### src/rtl/mips_pkg.sv
// mips_pkg: shared register-file constants and word/index types.
package mips_pkg;
  localparam int DATA_W = 32;
  localparam int ADDR_W = 5;
  typedef logic [ADDR_W-1:0] reg_idx_t;
  typedef logic [DATA_W-1:0] word_t;
  localparam reg_idx_t REG_ZERO = 5'd0;
  localparam reg_idx_t REG_RA = 5'd31;
endpackage

### src/rtl/wb_register_file_read_port.sv
// regfile_read_port: index-to-data mux with $0 forcing; write-first bypass when REGFILE_BYPASS_EN is defined.
module regfile_read_port #(
  parameter int DATA_W = mips_pkg::DATA_W,
  parameter int ADDR_W = mips_pkg::ADDR_W,
  parameter int NUM_REGS = 2 ** ADDR_W
) (
  input  logic [DATA_W-1:0] regs [NUM_REGS],
  input  logic [ADDR_W-1:0] rd_idx,
  input  logic              wr_en,
  input  logic [ADDR_W-1:0] wr_idx,
  input  logic [DATA_W-1:0] wr_data,
  output logic [DATA_W-1:0] rd_data
);
`ifdef REGFILE_BYPASS_EN
  always_comb rd_data = (rd_idx == ADDR_W'(mips_pkg::REG_ZERO)) ? '0 :
                        (wr_en && wr_idx == rd_idx) ? wr_data : regs[rd_idx];
`else
  logic unused_byp;
  assign unused_byp = ^{wr_en, wr_idx, wr_data};
  always_comb rd_data = (rd_idx == ADDR_W'(mips_pkg::REG_ZERO)) ? '0 : regs[rd_idx];
`endif
endmodule

### src/rtl/wb_register_file.sv
// wb_register_file: 32x32 MIPS GPR file with jal-to-$31, hardwired $0 and commit counter; REGFILE_BYPASS_EN enables write-first reads.
module wb_register_file #(
  parameter int DATA_W = mips_pkg::DATA_W,
  parameter int ADDR_W = mips_pkg::ADDR_W,
  parameter int NUM_REGS = 2 ** ADDR_W
) (
  input  logic              Clk,
  input  logic              Rst,
  input  logic [ADDR_W-1:0] ReadReg1,
  input  logic [ADDR_W-1:0] ReadReg2,
  output logic [DATA_W-1:0] ReadData1,
  output logic [DATA_W-1:0] ReadData2,
  input  logic [ADDR_W-1:0] WriteReg,
  input  logic [DATA_W-1:0] WriteData,
  input  logic              RegWrite,
  input  logic              RegWrite_jal,
  output logic [15:0]       WriteCount
);
  logic [DATA_W-1:0] regs_q [NUM_REGS];
  logic [DATA_W-1:0] regs_d [NUM_REGS];
  logic [15:0] count_q, count_d;
  logic [ADDR_W-1:0] dest;
  logic commit;
  always_comb begin
    dest = RegWrite_jal ? ADDR_W'(mips_pkg::REG_RA) : WriteReg;
    commit = (RegWrite | RegWrite_jal) && dest != ADDR_W'(mips_pkg::REG_ZERO);
    regs_d = regs_q;
    if (commit) regs_d[dest] = WriteData;
    regs_d[0] = '0;
    count_d = count_q + 16'(commit);
  end
  always_ff @(posedge Clk or negedge Rst)
    if (!Rst) begin
      regs_q <= '{default: '0};
      count_q <= '0;
    end else begin
      regs_q <= regs_d;
      count_q <= count_d;
    end
  assign WriteCount = count_q;
  regfile_read_port #(.DATA_W(DATA_W), .ADDR_W(ADDR_W), .NUM_REGS(NUM_REGS)) u_rp1 (
    .regs(regs_q), .rd_idx(ReadReg1), .wr_en(commit), .wr_idx(dest), .wr_data(WriteData), .rd_data(ReadData1)
  );
  regfile_read_port #(.DATA_W(DATA_W), .ADDR_W(ADDR_W), .NUM_REGS(NUM_REGS)) u_rp2 (
    .regs(regs_q), .rd_idx(ReadReg2), .wr_en(commit), .wr_idx(dest), .wr_data(WriteData), .rd_data(ReadData2)
  );
endmodule

### config.mk
export PLATFORM = sky130hd
export DESIGN_NAME = wb_register_file
export DESIGN_NICKNAME = d
export VERILOG_FILES = /design/src/rtl/mips_pkg.sv /design/src/rtl/wb_register_file_read_port.sv /design/src/rtl/wb_register_file.sv
export SDC_FILE = /design/constraint.sdc
export NUM_CORES = 2
export LEC_CHECK = 0
export CELL_PAD_IN_SITES_DETAIL_PLACEMENT = 1
export CELL_PAD_IN_SITES_GLOBAL_PLACEMENT = 2
export CORE_MARGIN = 2
export CORE_UTILIZATION = 48
export CTS_CLUSTER_SIZE = 12
export DETAILED_ROUTE_END_ITERATION = 10
export DONT_BUFFER_PORTS = 1
export PLACE_DENSITY_LB_ADDON = 0.05
export SYNTH_ARGS = -nofsm -noshare
export SYNTH_HDL_FRONTEND = slang
export SYNTH_HIERARCHICAL = 1
export SYNTH_SLANG_ARGS = --single-unit
### constraint.sdc
create_clock -name Clk -period 1.9 [get_ports Clk]
set_clock_uncertainty 0.15 [all_clocks]
set_input_delay 0.095 -clock Clk [delete_from_list [all_inputs] [get_ports Clk]]
set_output_delay 0.095 -clock Clk [all_outputs]
set_load 0.02 [all_outputs]
==> out/qor.yml <==
status:
  run_status: "finished, violations left"
  violations: "negative hold slack, negative setup slack"
critical_path:
  arrival_ps: 2370
  end_kind: "primary output"
  required_ps: 1650
  worst_setup_path_start_kind: "flop"
  worstSetupPathType: "reg -> out"
  critPathMaxFanout: 3
layout:
  fin_util_pct: 56.92
  drive_above_1_share_pct: 59.35
  area_growth_pct: 17.42
  final_nets: 3758
sta:
  period_minus_slack_ps: 2617
  fin_crit_sh_pct: 137.8
  setup_viol: 64
  setup_ws_ps: -717.3
  finalHoldViolCount: 676
  slew_viol_final: 0
  rsz0062_at_grt: "yes"
  hold_slack_ps: -1090
  relSlewSlack_pct: 15.19
  fmax_mhz: 382.1
  tightest_slew_ps: 1268
detailed_routing:
  ant_nets: 0
  drt_iter0_drc: 2706
  via_per_inst: 6.710
  top_layer_used: "met5"
  wl_met3_um: 10130
  wl_per_cell_um: 35.24
  vias: 35600
  drt_wl_total_um: 186900
  wl_met2_um: 91030
  wl_met1_um: 80080
  drc: 0
  drt_pass1_iterations: 5
cts:
  cts.sinks: 1008
  hold_buffers: 40
  clk_pin_slew_ps: 60
  htreeDepth: 3
  clock-root-buffer: "clkbuf_16"
  clk-insertion-delay-late_ps: 730
  cts_inserted_buffers: 115
  cts_tree: "built"
  cts.path.max_buffers: 3
power_and_ir_drop:
  ir_worst_vdd_v: 0.0007267
  cellLeakagePower_nw: 28.06
  powerDensity_nw_per_um2: 947.2
logic_synthesis:
  syn-cell-area_um2: 54680
  synth_cells: 3622
  avgSynthCellArea_um2: 15.10
  ys_warn_count: 6
floorplanning:
  chipHeight_um: 341.5
  start_util_pct: 48.48
  die_w_um: 341.5
  core-area_um2: 112800
  die_area_um2: 116600
  ios: 131
  rows: 123
global_route:
  grt_remaining_overflow: 0
  grt_pass1_vias: 39010
  grt_start_max_net_pins: 1009
  grtUsageTotal_pct: 32.18
  grt_pass1_wl_um: 275500
  antenna_found_initial: 3
job:
  drv_cap: 0
placed_design:
  dp_slack_ps: -317.6
  io_buffers: 0
  hpwl_um: 105100
  gp_congestion: 0.8001
hold_path:
  hold_path.class: "in -> async"
critical path: stages (launching register included):
cell and delay, ps:
dfrtp_1 400, mux4_2 480, nor2b_4 150, a211oi_4 340
a311oi_2 90, buf_4 190
stage by stage:
step	total power [mW]	TNS, ps	std cells	hold slack [ps]	cell area [um^2]
after floorplan	33.95	0	3685	-350.6	55260
after global placement	35.34	-4674	5031	-328.6	58030
after detailed placement	36.18	-5410	5031	-322.0	58030
after CTS	60.54	-43450	5280	-1107	63610
after global routing	63.03	-43370	5299	-1111	64190
final	60.82	-40580	5305	-1090	64210
worst paths after layout:
path / cells past startpoint / end / slack, ps / from
worst min register to register: 1 / regs_q[99] / 360 / regs_q[99]
worst max-delay path: 5 / ReadData1[0] / -720 / regs_q[896]
worst max register to register: 5 / WriteCount[14] / 330 / WriteCount[0]
worst min-delay path: 0 / WriteCount[13] / -1090 / Rst
min in group Clk: 5 / regs_q[395] / 50 / RegWrite_jal
max in group asynchronous: 2 / regs_q[871] / 770 / Rst
registers in the layout (all words and copies together), names as in the netlist:
name / flops
regs_q: 992
WriteCount: 16
where the power goes:
group	switching (mW)	internal (mW)
Sequential	2.17	24.4
Clock	9.47	13.9
Combinational	4.53	6.38
Total	16.2	44.6
per-layer routing:
layer	global-route usage, %	vias up
met5	0	-
met4	10.13	2
met3	4.617	307
met2	52.36	1165
met1	44.86	19940
li1	-	14190
cell usage in the layout, fill, tap and decap left out, drive strengths merged, types with 8 or more instances in the layout:
cell type and instances:
bufinv 12, a22oi 64, mux2 1056, o2111ai 16, buf 271, mux4 448
nand2 53, o21ai 113, clkbuf 167, mux2i 128, conb 64, clkinv 27
nor2 8, xor2 8, a311oi 64, dfrtp 1008, a221oi 48, dlygate4sd3 35
a211oi 64, nor2b 76
cell type report:
| class | instances | area [um^2] |
|---|---|---|
| multi-input combinational | 2264 | 29540 |
| fill | 10140 | 48600 |
| timing repair buffer | 311 | 3592 |
| antenna | 7 | 17.52 |
| tap | 1500 | 1877 |
| clock inverter | 45 | 566.8 |
| sequential | 1008 | 25220 |
| inverter | 4 | 20.02 |
| clock buffer | 166 | 3372 |
timing repair:
item,CTS,global route
pin swaps,53,45
resized for setup,259,66
buffers inserted,13,13
cloned,0,1
endpoints found under the hold margin,2002,654
setup endpoints to repair,64,351
Power figures use the tool's default switching activity.
